**config.mk**
```make
export PLATFORM = sky130hd
export DESIGN_NAME = ecc_operand_loader_flat
export DESIGN_NICKNAME = d
export VERILOG_FILES = /design/src/rtl/ecc_pkg.sv /design/src/rtl/ecc_operand_loader_if.sv /design/src/rtl/ecc_operand_check.sv /design/src/rtl/ecc_operand_loader.sv /design/src/flat_wrapper.sv
export SDC_FILE = /design/constraint.sdc
export NUM_CORES = 1
export LEC_CHECK = 0
export ABC_AREA = 1
export CORE_ASPECT_RATIO = 0.6
export CORE_MARGIN = 2
export CORE_UTILIZATION = 45
export CTS_BUF_LIST = sky130_fd_sc_hd__clkbuf_16
export CTS_CLUSTER_DIAMETER = 100
export DETAILED_ROUTE_END_ITERATION = 10
export PLACE_DENSITY = 0.72
export SKIP_CTS_REPAIR_TIMING = 1
export SYNTH_ARGS = -nofsm -noshare
export SYNTH_HDL_FRONTEND = slang
export SYNTH_SLANG_ARGS = --single-unit
```
**constraint.sdc**
```tcl
create_clock -name i_clk -period 3.1 [get_ports i_clk]
set_input_delay 0.775 -clock i_clk [delete_from_list [all_inputs] [get_ports i_clk]]
set_output_delay 0.775 -clock i_clk [all_outputs]
set_load 0.03 [all_outputs]
```
**src/rtl/ecc_pkg.sv**
```systemverilog
// rtl/ecc_pkg.sv - shared types and constants for the ECC operand loader
package ecc_pkg;

  localparam int ECC_SIZE = 32;

  typedef enum logic [2:0] {
    IDLE  = 3'd0,
    LOAD  = 3'd1,
    CHECK = 3'd2,
    START = 3'd3,
    BUSY  = 3'd4
  } state_t;

  typedef logic [2:0] err_code_t;

  localparam err_code_t ERR_NONE      = 3'd0;
  localparam err_code_t ERR_BAD_PRIME = 3'd1;
  localparam err_code_t ERR_PX_RANGE  = 3'd2;
  localparam err_code_t ERR_PY_RANGE  = 3'd3;
  localparam err_code_t ERR_K_ZERO    = 3'd4;
  localparam err_code_t ERR_TIMEOUT   = 3'd5;

  localparam logic [2:0] FLD_A     = 3'd0;
  localparam logic [2:0] FLD_PRIME = 3'd1;
  localparam logic [2:0] FLD_PX    = 3'd2;
  localparam logic [2:0] FLD_PY    = 3'd3;
  localparam logic [2:0] FLD_K     = 3'd4;

endpackage

```
**src/rtl/ecc_operand_loader_if.sv**
```systemverilog
// rtl/ecc_operand_loader_if.sv - nibble stream, operand and multiplier handshake bundle
interface ecc_operand_loader_if #(
  parameter int SIZE = ecc_pkg::ECC_SIZE
);
  import ecc_pkg::*;

  logic            i_valid;
  logic [3:0]      i_nib;
  logic            o_ready;
  logic            i_abort;
  logic [SIZE-1:0] o_a;
  logic [SIZE-1:0] o_prime;
  logic [SIZE-1:0] o_px;
  logic [SIZE-1:0] o_py;
  logic [SIZE-1:0] o_k;
  logic            o_start;
  logic            i_done;
  logic            o_busy;
  logic            o_err;
  err_code_t       o_err_code;

  modport master (
    output i_valid, i_nib, i_abort, i_done,
    input  o_ready, o_a, o_prime, o_px, o_py, o_k,
    input  o_start, o_busy, o_err, o_err_code
  );

  modport slave (
    input  i_valid, i_nib, i_abort, i_done,
    output o_ready, o_a, o_prime, o_px, o_py, o_k,
    output o_start, o_busy, o_err, o_err_code
  );

endinterface

```
**src/rtl/ecc_operand_check.sv**
```systemverilog
// rtl/ecc_operand_check.sv - combinational range check of prime/Px/Py/k, lowest code wins
module ecc_operand_check
  import ecc_pkg::*;
#(
  parameter int SIZE = ECC_SIZE
) (
  input  logic [SIZE-1:0] prime,
  input  logic [SIZE-1:0] px,
  input  logic [SIZE-1:0] py,
  input  logic [SIZE-1:0] k,
  output err_code_t       err_code
);

  always_comb begin
    err_code = ERR_NONE;
    // An odd prime of 1 still fails: the field needs at least 3 elements.
    if (!prime[0] || (prime < SIZE'(3)))
      err_code = ERR_BAD_PRIME;
    else if (px >= prime)
      err_code = ERR_PX_RANGE;
    else if (py >= prime)
      err_code = ERR_PY_RANGE;
    else if (k == '0)
      err_code = ERR_K_ZERO;
  end

endmodule

```
**src/rtl/ecc_operand_loader.sv**
```systemverilog
// rtl/ecc_operand_loader.sv - nibble-serial operand loader; ECC_LOADER_TIMEOUT_EN adds a BUSY watchdog
module ecc_operand_loader
  import ecc_pkg::*;
#(
`ifdef ECC_LOADER_TIMEOUT_EN
  parameter int TIMEOUT = 4096,
`endif
  parameter int SIZE = ECC_SIZE
) (
  input  logic                 i_clk,
  input  logic                 i_rst_n,
  ecc_operand_loader_if.slave  bus
);

  localparam int NIBS = SIZE / 4;
  localparam int CW   = (NIBS > 1) ? $clog2(NIBS) : 1;

  state_t          state, state_nxt;
  logic [CW-1:0]   nib_cnt;
  logic [2:0]      field_idx;
  logic [SIZE-1:0] a_q, prime_q, px_q, py_q, k_q;
  logic            err_q;
  err_code_t       err_code_q;
  err_code_t       chk_code;
  logic            accept;
  logic            load_en;
  logic            nib_wrap;
  logic            last_nib;
  logic            tmo_hit;

  ecc_operand_check #(.SIZE(SIZE)) u_check (
    .prime    (prime_q),
    .px       (px_q),
    .py       (py_q),
    .k        (k_q),
    .err_code (chk_code)
  );

  assign accept   = bus.i_valid & bus.o_ready;
  // Abort in LOAD beats a same-cycle nibble so a discarded frame never leaks into the next.
  assign load_en  = accept & ((state == IDLE) | ((state == LOAD) & ~bus.i_abort));
  assign nib_wrap = (nib_cnt == CW'(NIBS - 1));
  assign last_nib = nib_wrap & (field_idx == FLD_K);

`ifdef ECC_LOADER_TIMEOUT_EN
  localparam int TW = $clog2(TIMEOUT + 1);
  logic [TW-1:0] tmo_cnt;

  always_ff @(posedge i_clk or negedge i_rst_n) begin
    if (!i_rst_n)
      tmo_cnt <= '0;
    else if (state == BUSY)
      tmo_cnt <= tmo_cnt + 1'b1;
    else
      tmo_cnt <= '0;
  end

  assign tmo_hit = (state == BUSY) & (tmo_cnt == TW'(TIMEOUT - 1));
`else
  assign tmo_hit = 1'b0;
`endif

  always_ff @(posedge i_clk or negedge i_rst_n) begin
    if (!i_rst_n)
      state <= IDLE;
    else
      state <= state_nxt;
  end

  always_comb begin
    state_nxt = state;
    case (state)
      IDLE:  if (accept) state_nxt = LOAD;
      LOAD: begin
        if (bus.i_abort)
          state_nxt = IDLE;
        else if (accept && last_nib)
          state_nxt = CHECK;
      end
      CHECK: state_nxt = (chk_code != ERR_NONE) ? IDLE : START;
      START: state_nxt = BUSY;
      BUSY:  if (bus.i_done || tmo_hit) state_nxt = IDLE;
      default: state_nxt = IDLE;
    endcase
  end

  always_comb begin
    bus.o_ready = (state == IDLE) | (state == LOAD);
    bus.o_start = (state == START);
    bus.o_busy  = (state == START) | (state == BUSY);
  end

  always_ff @(posedge i_clk or negedge i_rst_n) begin
    if (!i_rst_n) begin
      nib_cnt    <= '0;
      field_idx  <= FLD_A;
      a_q        <= '0;
      prime_q    <= '0;
      px_q       <= '0;
      py_q       <= '0;
      k_q        <= '0;
      err_q      <= 1'b0;
      err_code_q <= ERR_NONE;
    end else begin
      if (load_en) begin
        case (field_idx)
          FLD_A:     a_q     <= {a_q[SIZE-5:0], bus.i_nib};
          FLD_PRIME: prime_q <= {prime_q[SIZE-5:0], bus.i_nib};
          FLD_PX:    px_q    <= {px_q[SIZE-5:0], bus.i_nib};
          FLD_PY:    py_q    <= {py_q[SIZE-5:0], bus.i_nib};
          default:   k_q     <= {k_q[SIZE-5:0], bus.i_nib};
        endcase
        if (nib_wrap) begin
          nib_cnt   <= '0;
          field_idx <= last_nib ? FLD_A : field_idx + 3'd1;
        end else begin
          nib_cnt <= nib_cnt + 1'b1;
        end
      end

      if ((state == IDLE) && accept) begin
        err_q      <= 1'b0;
        err_code_q <= ERR_NONE;
      end

      if ((state == LOAD) && bus.i_abort) begin
        nib_cnt   <= '0;
        field_idx <= FLD_A;
      end

      if ((state == CHECK) && (chk_code != ERR_NONE)) begin
        err_q      <= 1'b1;
        err_code_q <= chk_code;
      end

      // A done arriving in the watchdog's final cycle still counts as success.
      if (tmo_hit && !bus.i_done) begin
        err_q      <= 1'b1;
        err_code_q <= ERR_TIMEOUT;
      end
    end
  end

  assign bus.o_a        = a_q;
  assign bus.o_prime    = prime_q;
  assign bus.o_px       = px_q;
  assign bus.o_py       = py_q;
  assign bus.o_k        = k_q;
  assign bus.o_err      = err_q;
  assign bus.o_err_code = err_code_q;

endmodule
```
**src/flat_wrapper.sv**
```systemverilog
// flat-port wrapper written by rule: the top's interface ports become plain ports
module ecc_operand_loader_flat import ecc_pkg::*;
#(

  parameter int SIZE = ECC_SIZE
)
  (i_clk, i_rst_n, bus_i_valid, bus_i_nib, bus_i_abort, bus_i_done, bus_o_ready, bus_o_a, bus_o_prime, bus_o_px, bus_o_py, bus_o_k, bus_o_start, bus_o_busy, bus_o_err, bus_o_err_code);
  ecc_operand_loader_if #(.SIZE(SIZE)) bus_i ();
  input  logic i_clk;
  input  logic i_rst_n;
  input wire logic [$bits(bus_i.i_valid)-1:0] bus_i_valid;
  input wire logic [$bits(bus_i.i_nib)-1:0] bus_i_nib;
  input wire logic [$bits(bus_i.i_abort)-1:0] bus_i_abort;
  input wire logic [$bits(bus_i.i_done)-1:0] bus_i_done;
  output wire logic [$bits(bus_i.o_ready)-1:0] bus_o_ready;
  output wire logic [$bits(bus_i.o_a)-1:0] bus_o_a;
  output wire logic [$bits(bus_i.o_prime)-1:0] bus_o_prime;
  output wire logic [$bits(bus_i.o_px)-1:0] bus_o_px;
  output wire logic [$bits(bus_i.o_py)-1:0] bus_o_py;
  output wire logic [$bits(bus_i.o_k)-1:0] bus_o_k;
  output wire logic [$bits(bus_i.o_start)-1:0] bus_o_start;
  output wire logic [$bits(bus_i.o_busy)-1:0] bus_o_busy;
  output wire logic [$bits(bus_i.o_err)-1:0] bus_o_err;
  output wire logic [$bits(bus_i.o_err_code)-1:0] bus_o_err_code;
  assign bus_i.i_valid = bus_i_valid;
  assign bus_i.i_nib = bus_i_nib;
  assign bus_i.i_abort = bus_i_abort;
  assign bus_i.i_done = bus_i_done;
  assign bus_o_ready = bus_i.o_ready;
  assign bus_o_a = bus_i.o_a;
  assign bus_o_prime = bus_i.o_prime;
  assign bus_o_px = bus_i.o_px;
  assign bus_o_py = bus_i.o_py;
  assign bus_o_k = bus_i.o_k;
  assign bus_o_start = bus_i.o_start;
  assign bus_o_busy = bus_i.o_busy;
  assign bus_o_err = bus_i.o_err;
  assign bus_o_err_code = bus_i.o_err_code;
  ecc_operand_loader #(.SIZE(SIZE)) u_core (.i_clk(i_clk), .i_rst_n(i_rst_n), .bus(bus_i));
endmodule
```
Yosys cells after proc, flatten, opt, wreduce, memory -nomap -nowiden
Index checks and enable logic that the tools add are counted.
{"block": "totals", "regBits": 173, "elab_cells": 78}
{"block": "op_classes", "add_sub_neg": 2, "order_cmp": 3, "n_eq_ne": 12, "muxes": 21, "n_bitwise": 9, "reduce_logical": 21}
{"cell": "32-bit >= comparator", "count": 2}
{"cell": "3-bit 2-to-1 mux", "count": 17}
{"cell": "32-bit logical NOT", "count": 1}
{"cell": "32-bit by 2-bit < comparator with 1-bit output (second input constant)", "count": 1}
{"cell": "3-bit one-hot mux with 5 select lines", "count": 1}
{"cell": "3-bit by 2-bit equality test with 1-bit output (second input constant)", "count": 4}
{"cell": "2-bit AND reduction", "count": 6}
{"cell": "3-bit equality test (second input constant)", "count": 3}
{"cell": "3-bit by 1-bit adder with 3-bit output (second input constant)", "count": 2}
{"cell": "3-bit by 1-bit equality test with 1-bit output (second input constant)", "count": 2}
{"cell": "3-bit logical NOT", "count": 2}
{"cell": "2-bit nonzero test", "count": 3}
{"cell": "1-bit AND", "count": 4}
{"cell": "1-bit logical AND", "count": 4}
{"cell": "4-bit OR reduction", "count": 1}
{"cell": "3-bit by 2-bit inequality test with 1-bit output (second input constant)", "count": 1}
{"cell": "1-bit bitwise OR", "count": 3}
{"cell": "3-bit AND reduction", "count": 1}
{"cell": "3-bit nonzero test", "count": 1}
{"cell": "1-bit 2-to-1 mux", "count": 2}
{"cell": "2-bit 2-to-1 mux", "count": 1}
{"cell": "2-bit by 1-bit inequality test with 1-bit output (second input constant)", "count": 1}
{"cell": "2-bit inequality test (second input constant)", "count": 1}
{"cell": "1-bit inverter", "count": 2}
{"cell": "2 further kinds", "count": 2}

Logic depth before layout (Yosys ltp)
Gate-level depths: netlist of the first run.
{"block": "logic_depth", "word_depth": 8, "mapped_depth": 16}

By module
A second synthesis of the first run with hierarchy kept.
{"block": "unflattened", "cells_unflattened": 1097, "area_unflattened_um2": 8934.8}
{"mod": "ecc_operand_loader", "n_inst": 1, "cells_each": 797, "area_per_inst_um2": 7095.6, "seq_area_each_um2": 4329.2}
{"mod": "ecc_operand_check", "n_inst": 1, "cells_each": 300, "area_per_inst_um2": 1839.3, "seq_area_each_um2": 0.0}

Worst setup path before layout of the first run
OpenSTA, ideal clock, no wires.
{"block": "synth_path", "kind": "reg2out", "from": "register u_core.state[0]", "to": "output port bus_o_busy", "arrival_ns": 1.575, "required_time_ns": 2.325, "setup_slack_ns": 0.750, "stages_incl_launch_ff": 5, "path_cell_list": "dfrtp_1 > inv_1 > nor3_1 > inv_1 > nand2_1"}
{"block": "synth_between", "elab_chain_cells": 2, "elab_cells_between_ends": 3, "cone_classes": "eq/ne: 2; bitwise: 1"}
{"item": "start, declared", "line": "ecc_operand_loader.sv:18", "rtl": "state_t state, state_nxt;"}
{"item": "start signal, assigned", "line": "ecc_operand_loader.sv:67", "rtl": "state <= state_nxt;"}
{"item": "3-bit by 2-bit equality test with 1-bit output"}
{"item": "via bus_o_start", "line": "flat_wrapper.sv:21", "rtl": "output wire logic [$bits(bus_i.o_start)-1:0] bus_o_start;"}
{"item": "1-bit bitwise OR", "line": "ecc_operand_loader.sv:90", "rtl": "bus.o_busy = (state == START) | (state == BUSY);"}
{"item": "end, declared", "line": "flat_wrapper.sv:22", "rtl": "output wire logic [$bits(bus_i.o_busy)-1:0] bus_o_busy;"}
The timed path passes the listed nets, and every way through them passes these cells.

Final worst setup path of the first run
{"block": "layout_path", "from": "register u_core.state[0]", "to": "output port bus_o_busy"}
{"block": "layout_between", "elab_chain_cells": 2, "elab_cells_between_ends": 3, "cone_classes": "eq/ne: 2; bitwise: 1"}
{"item": "3-bit by 2-bit equality test with 1-bit output or 3-bit equality test (tied branches)", "line": "ecc_operand_loader.sv:90"}
{"item": "1-bit bitwise OR (*)", "line": "ecc_operand_loader.sv:90"}
Mark *: on every way between the ends. The rest lies on a longest branch, timed or not.

==> impl_results.md, run 1 <==
* Largest net degree at the start of global routing at 65
* Minimum clock period at 2790 ps
* Final Hold Viols at 0
* Clock buffer depth at 2
* Initial Utilization at 0.4641
* Slew @ Worst Pin at 617.5 ps
* Syn_area_per_cell at around 9.4 um^2
* Die Footprint at between 15000 and 20000 um^2
* Global-route wire length before repair at 34510 um
* R2R setup slack at 880 ps
* Nets at 1158
* Worst setup path class: reg2out
* Fmax at between 300 and 400 MHz
* Worst path cell trace: inv_1 -> nor3_1 -> inv_1 -> nand2_1 -> clkdlybuf4s50_1
* Die Width at 180.9 um
* Slew HR at 0.5883
* Grt met3 use at 0.04205
* Met1 usage in global routing at 0.3513
* Tot Pwr at roughly 0.013 W
* Pleak at between 5 and 6 nW
* Unrepaired setup endpoints after global routing: false
* Gpl congestion at around 0.86
* Clk root buf: clkbuf_16
* Top Usage Layer GRT: met1
* TritonRoute pass-1 iters at 5
* Crit path buf inv count at 3
* Total of warnings raised by yosys at 0
* Synthesized flop and latch total at ~170
* Vias per cell at 5.095
* # Max-Cap Violations at 0
* H-tree levels at 4
* Post-synth cell types at 34
* CP Data Required Time at 2320 ps
* WL/cell at 16.13 um
* Setup TNS at 0 ps
* Switching portion of total power at 0.4616
* Number of global-route vias before repair at roughly 6300
* DRC at 0
* HPWL Detailed at 16350 um
* Vias at 6777
* Fin crit share at 0.8999
* Status: complete, no violations
* Crit-path max FO at 5
* Synthesized area at 8452 um^2
* Ant diodes at 0
* Area Overhead vs Synth at 30.90%
* Initial antenna violation count at 0
* CP delay by family, top: buffers and inverters
* CTS tree: done
* DRT Wirelength at 21450 um
* Internal power at 0.007205 W
* Placement Cell Area at 10480 um^2
* Worst-path clk slew at 70 ps
* Post-Syn Instances at roughly 900
* CP Launch Type: flop
* CP endpoint kind: output port
* Sequential power share at 0.304
* Clock power share at 0.161
* Most used cell, CP: inv_1
* R2R Path End: u_core.bus.o_err_code[1]$_DFFE_PN0P_
* I/O pins at 176
* PD cells at 1210 nW/um^2
* Clk sinks at 173
* TritonCTS Buffers at 17
* Number of max-slew violations in the final report at 0
* Die height at around 110 um
* Post-route insts no fill at 1330
* Most frequent cells in the layout: nand2_1 (191), clkdlybuf4s50_1 (174), dfrtp_1 (173)
* Core outline area at approximately 18000 um^2
* Placed insts at 1299
* Total GRT Usage at 0.2235
* Port Buffers at 175
* Share of layout cells above drive strength 1 at 0.08716
* Clock Skew at 16.02 ps
* FFs w/ async S/R, synth at 1.000
* 1st-iter DRT viols at 652
* GRT Residual Overflow at 0
* Seq/Total Area, Yosys at 0.5122
* Worst path max stage delay at 670 ps
* Worst Path Arrival at 2010 ps
* R2R cell count at 12
* FP Rows at 38
* VDD IR-drop max at 0.7081 mV
* Antenna Violating Nets Remaining at 0
* Post-synth EDFFs at 0
* Hold/Removal Path Class: in2async
* Combinational Power Share at 0.536
* RR Startpoint: u_core.bus.o_prime[15]$_DFFE_PN0P_
* GRT met2 Usage at 0.3107
* Net Sw Power at 0.006178 W
* Ys flop type: dfrtp_1
* Commonest non-fill, non-tap cell in the layout: nand2_1
* Design Area, Final at 11060 um^2
* Net Count, Synth at about 980
* Final setup viols at 0
* Worst-Skew Late Latency at 440 ps
* CP max-delay cell: clkdlybuf4s50_1
-- layer usage --
metal	wire length (um)	vias to the layer above
met5	0	-
met4	164	0
met3	1406	16
met2	8838	190
met1	11040	3258
li1	-	3313
-- state kept, by name, indices dropped and copies added, names as in the netlist --
register,cells
u_core.bus.o_px,32
u_core.bus.o_err,1
u_core.nib_cnt,3
u_core.bus.o_k,32
u_core.state,3
u_core.bus.o_a,32
u_core.bus.o_err_code,3
u_core.bus.o_prime,32
u_core.field_idx,3
u_core.bus.o_py,32
-- cells by family after synthesis --
kind of cell,synth area share
AND/OR/NAND/NOR,0.1494
flip-flops,0.5122
AO/OA/AOI/OAI,0.1073
buffers and inverters,0.06958
adder cells (fa/ha/maj),0.1051
multiplexers,0.05640
-- Yosys cell counts, types with 14 or more instances --
cell type	n	area [um^2]
inv_1	109	409.1
o21ai_0	87	435.4
o21a_1	15	112.6
dfrtp_1	173	4329
clkbuf_1	14	52.55
nand2_1	191	716.9
ha_1	71	888.4
a21oi_1	52	260.3
mux2_2	40	450.4
nor2_1	63	236.5
nand4_1	15	93.84
nand3_1	20	100.1
-- power groups by stage --
stage | Combinational, W | Clock (W) | Sequential, W
floorplan | 0.00285 | 0 | 0.00551
global placement | 0.00699 | 0 | 0.00408
detailed placement | 0.00716 | 0 | 0.00409
CTS | 0.00720 | 0.00219 | 0.00406
global route | 0.00789 | 0.00230 | 0.00420
finish | 0.00717 | 0.00215 | 0.00407
-- final cells by class --
cell class              instances  area, um^2
clock inverters                14       157.7
multi-input cells             585        3542
repair buffers                187        1881
fillers                      1573        7147
clock buffers                  17       425.4
flip-flops and latches        173        4329
well taps                     240       300.3
inverters                     114       427.9
-- worst max-delay path by stage --
| stage | from | to | slack (ps) | cells past startpoint |
|---|---|---|---|---|
| after floorplan | u_core.state[0]$_DFFE_PN0P_ | bus_o_busy | 750 | 4 |
| after global routing | u_core.state[0]$_DFFE_PN0P_ | bus_o_busy | 140 | 5 |
| after detailed placement | bus_i_abort | u_core.bus.o_k[24]$_DFFE_PN0P_ | 390 | 9 |
| final | u_core.state[0]$_DFFE_PN0P_ | bus_o_busy | 310 | 5 |
| after CTS | u_core.state[0]$_DFFE_PN0P_ | bus_o_busy | 270 | 5 |
| after global placement | bus_i_abort | u_core.bus.o_k[24]$_DFFE_PN0P_ | 410 | 9 |
-- stage by stage --
| stage | hold WS, ps | worst slack, ps | util |
|---|---|---|---|
| finish | 298.7 | 310.4 | 0.6075 |
| global route | 363.3 | 139.7 | 0.6075 |
| CTS | 337.3 | 266.6 | 0.6075 |
| detailed placement | 472.7 | 390.3 | 0.5755 |
| global placement | 467.1 | 414.3 | 0.5755 |
| floorplan | 479.4 | 749.6 | - |
Power figures use the tool's default switching activity.
==> inputs of run 2 (changes only) <==
SLEW_MARGIN = 20   (was unset)
==> results of run 2 <==
Final layout, timing and power as in run 1 (identical DEF).
==> inputs of run 3 (changes only) <==
CORE_ASPECT_RATIO = 1.75   (was 0.6)
CORE_UTILIZATION = 56   (was 45)
PLACE_DENSITY = 0.86   (was 0.72)
==> impl_results.md, run 3 (synthesis gave the netlist of run 1 again) <==
* Met1 usage in global routing at 0.2857
* VDD IR-drop max at 0.8120 mV
* Port Buffers at 175
* DRT Wirelength at 21170 um
* WL/cell at approximately 17 um
* Initial Utilization at 0.5696
* 1st-iter DRT viols at 415
* Final-layout fill cell count at 1015
* CP Launch Type: flop
* Slew HR at 0.6052
* Clock power share at 0.157
* Worst Path Arrival at 1990 ps
* Hold slack at 314.5 ps
* GRT met2 Usage at 0.4928
* Initial antenna violation count at 0
* GRT Residual Overflow at 0
* Gpl congestion at 0.8416
* # Max-Cap Violations at 0
* Combinational Power Share at 0.540
* Vias at slightly below 7000
* Clock Skew at 9.026 ps
* Vias per cell at around 5.4
* Largest net degree at the start of global routing at 65
* Die Footprint at 16130 um^2
* Top Usage Layer GRT: met2
* Clk root buf: clkbuf_16
* Final setup viols at 0
* CP endpoint kind: output port
* R2R setup slack at 940 ps
* PD cells at 1220 nW/um^2
* Slew @ Worst Pin at 592.2 ps
* Sequential power share at 0.303
* Fmax at around 360 MHz
* Crit-path max FO at 5
* Grt met3 use at 0.06714
* DRC at 0
* Setup TNS at 0 ps
* Die height at about 170 um
* FP Rows at 59
* Worst-Skew Late Latency at roughly 420 ps
* Commonest non-fill, non-tap cell in the layout: nand2_1
* Minimum clock period at 2769 ps
* Fin crit share at 0.8931
* Tot Pwr at 0.01339 W
* Most frequent cells in the layout: nand2_1 (191), clkdlybuf4s50_1 (174), dfrtp_1 (173)
* Internal power at just over 0.007 W
* TritonRoute pass-1 iters at 5
* Status: complete, no violations
* Global-route wire length before repair at 34590 um
* Number of global-route vias before repair at 7012
* Hold/Removal Path Class: in2async
* Nets at around 1200
* Worst setup path class: reg2out
* HPWL Detailed at 15440 um
* Clock buffer depth at 2
* CP Data Required Time at 2320 ps
* Pleak at between 5 and 6 nW
* Clk sinks at approximately 170
* Post-route insts no fill at 1271
* Core outline area at between 10000 and 15000 um^2
* Area Overhead vs Synth at 29.86%
* Core Util, Final at 0.7397
* Ant diodes at 0
* Final Hold Viols at 0
* Antenna Violating Nets Remaining at 0
* H-tree levels at 4
* CTS tree: done
* Total GRT Usage at 0.2687
* Worst-path clk slew at 70 ps
* Unrepaired setup endpoints after global routing: false
* Placed insts at 1239
* I/O pins at 176
* Number of max-slew violations in the final report at 0
* Share of layout cells above drive strength 1 at 0.08548
* Die Width at 96.87 um
* Net Sw Power at 0.006243 W
* Switching portion of total power at 0.4663
* TritonCTS Buffers at 17
## run 3: cell count changes in the layout (fill, tap and decap cells not counted)
cell        delta
clkinv_1       +1
clkinvlp_4     -1
inv_1          -1
buf_12         +1
inv_8          +2
buf_4          -4
bufinv_16      -1
clkinv_4       +1
## run 3: per-stage QoR
stage / setup WS (ps) / cell area [um^2]
6_report: 331.3 / 10980
5_1_grt: 215.2 / 10980
4_1_cts: 344.3 / 10980
3_5_place_dp: 333.3 / 10400
3_3_place_gp: 372.8 / 10400
2_1_floorplan: 749.6 / 8452
## run 3: worst paths after layout
kind                                                          from                                    to  cells past startpoint
worst max register to register  u_core.bus.o_prime[13]$_DFFE_PN0P_  u_core.bus.o_err_code[2]$_DFFE_PN0P_                     13
min in group i_clk                    u_core.bus.o_err$_DFFE_PN0P_          u_core.bus.o_err$_DFFE_PN0P_                      2
max in group asynchronous                                  i_rst_n       u_core.bus.o_px[14]$_DFFE_PN0P_                      2
worst max-delay path                   u_core.state[0]$_DFFE_PN0P_                           bus_o_ready                      4
worst min-delay path                                       i_rst_n        u_core.bus.o_a[21]$_DFFE_PN0P_                      1
worst min register to register        u_core.bus.o_err$_DFFE_PN0P_          u_core.bus.o_err$_DFFE_PN0P_                      2
## run 3: layer usage
metal | part of all wire | up-vias
li1 | - | 3304
met1 | 0.36 | 3287
met2 | 0.54 | 259
met3 | 0.063 | 62
met4 | 0.037 | 0
met5 | 0 | -
## run 3: cell type report
cell class	count	area (um^2)	area share
clock inverter	15	151.4	0.01379
sequential	173	4329	0.3944
tap	183	229.0	0.02086
inverter	114	427.9	0.03899
timing repair buffer	184	1871	0.1704
clock buffer	17	425.4	0.03876
multi-input combinational	585	3542	0.3227
## run 3: critical path, stage by stage, from the launching register on
cell	delay, ps
dfrtp_1	420
inv_1	140
nand3_1	200
nand2_1	130
clkdlybuf4s50_1	680
## run 3: power by group through the flow
stage	clock, W	sequential [W]	combinational (W)
after CTS	0.00213	0.00405	0.00728
final	0.00210	0.00405	0.00723
after floorplan	0	0.00551	0.00285
after global routing	0.00222	0.00418	0.00787
after detailed placement	0	0.00406	0.00715
after global placement	0	0.00403	0.00694
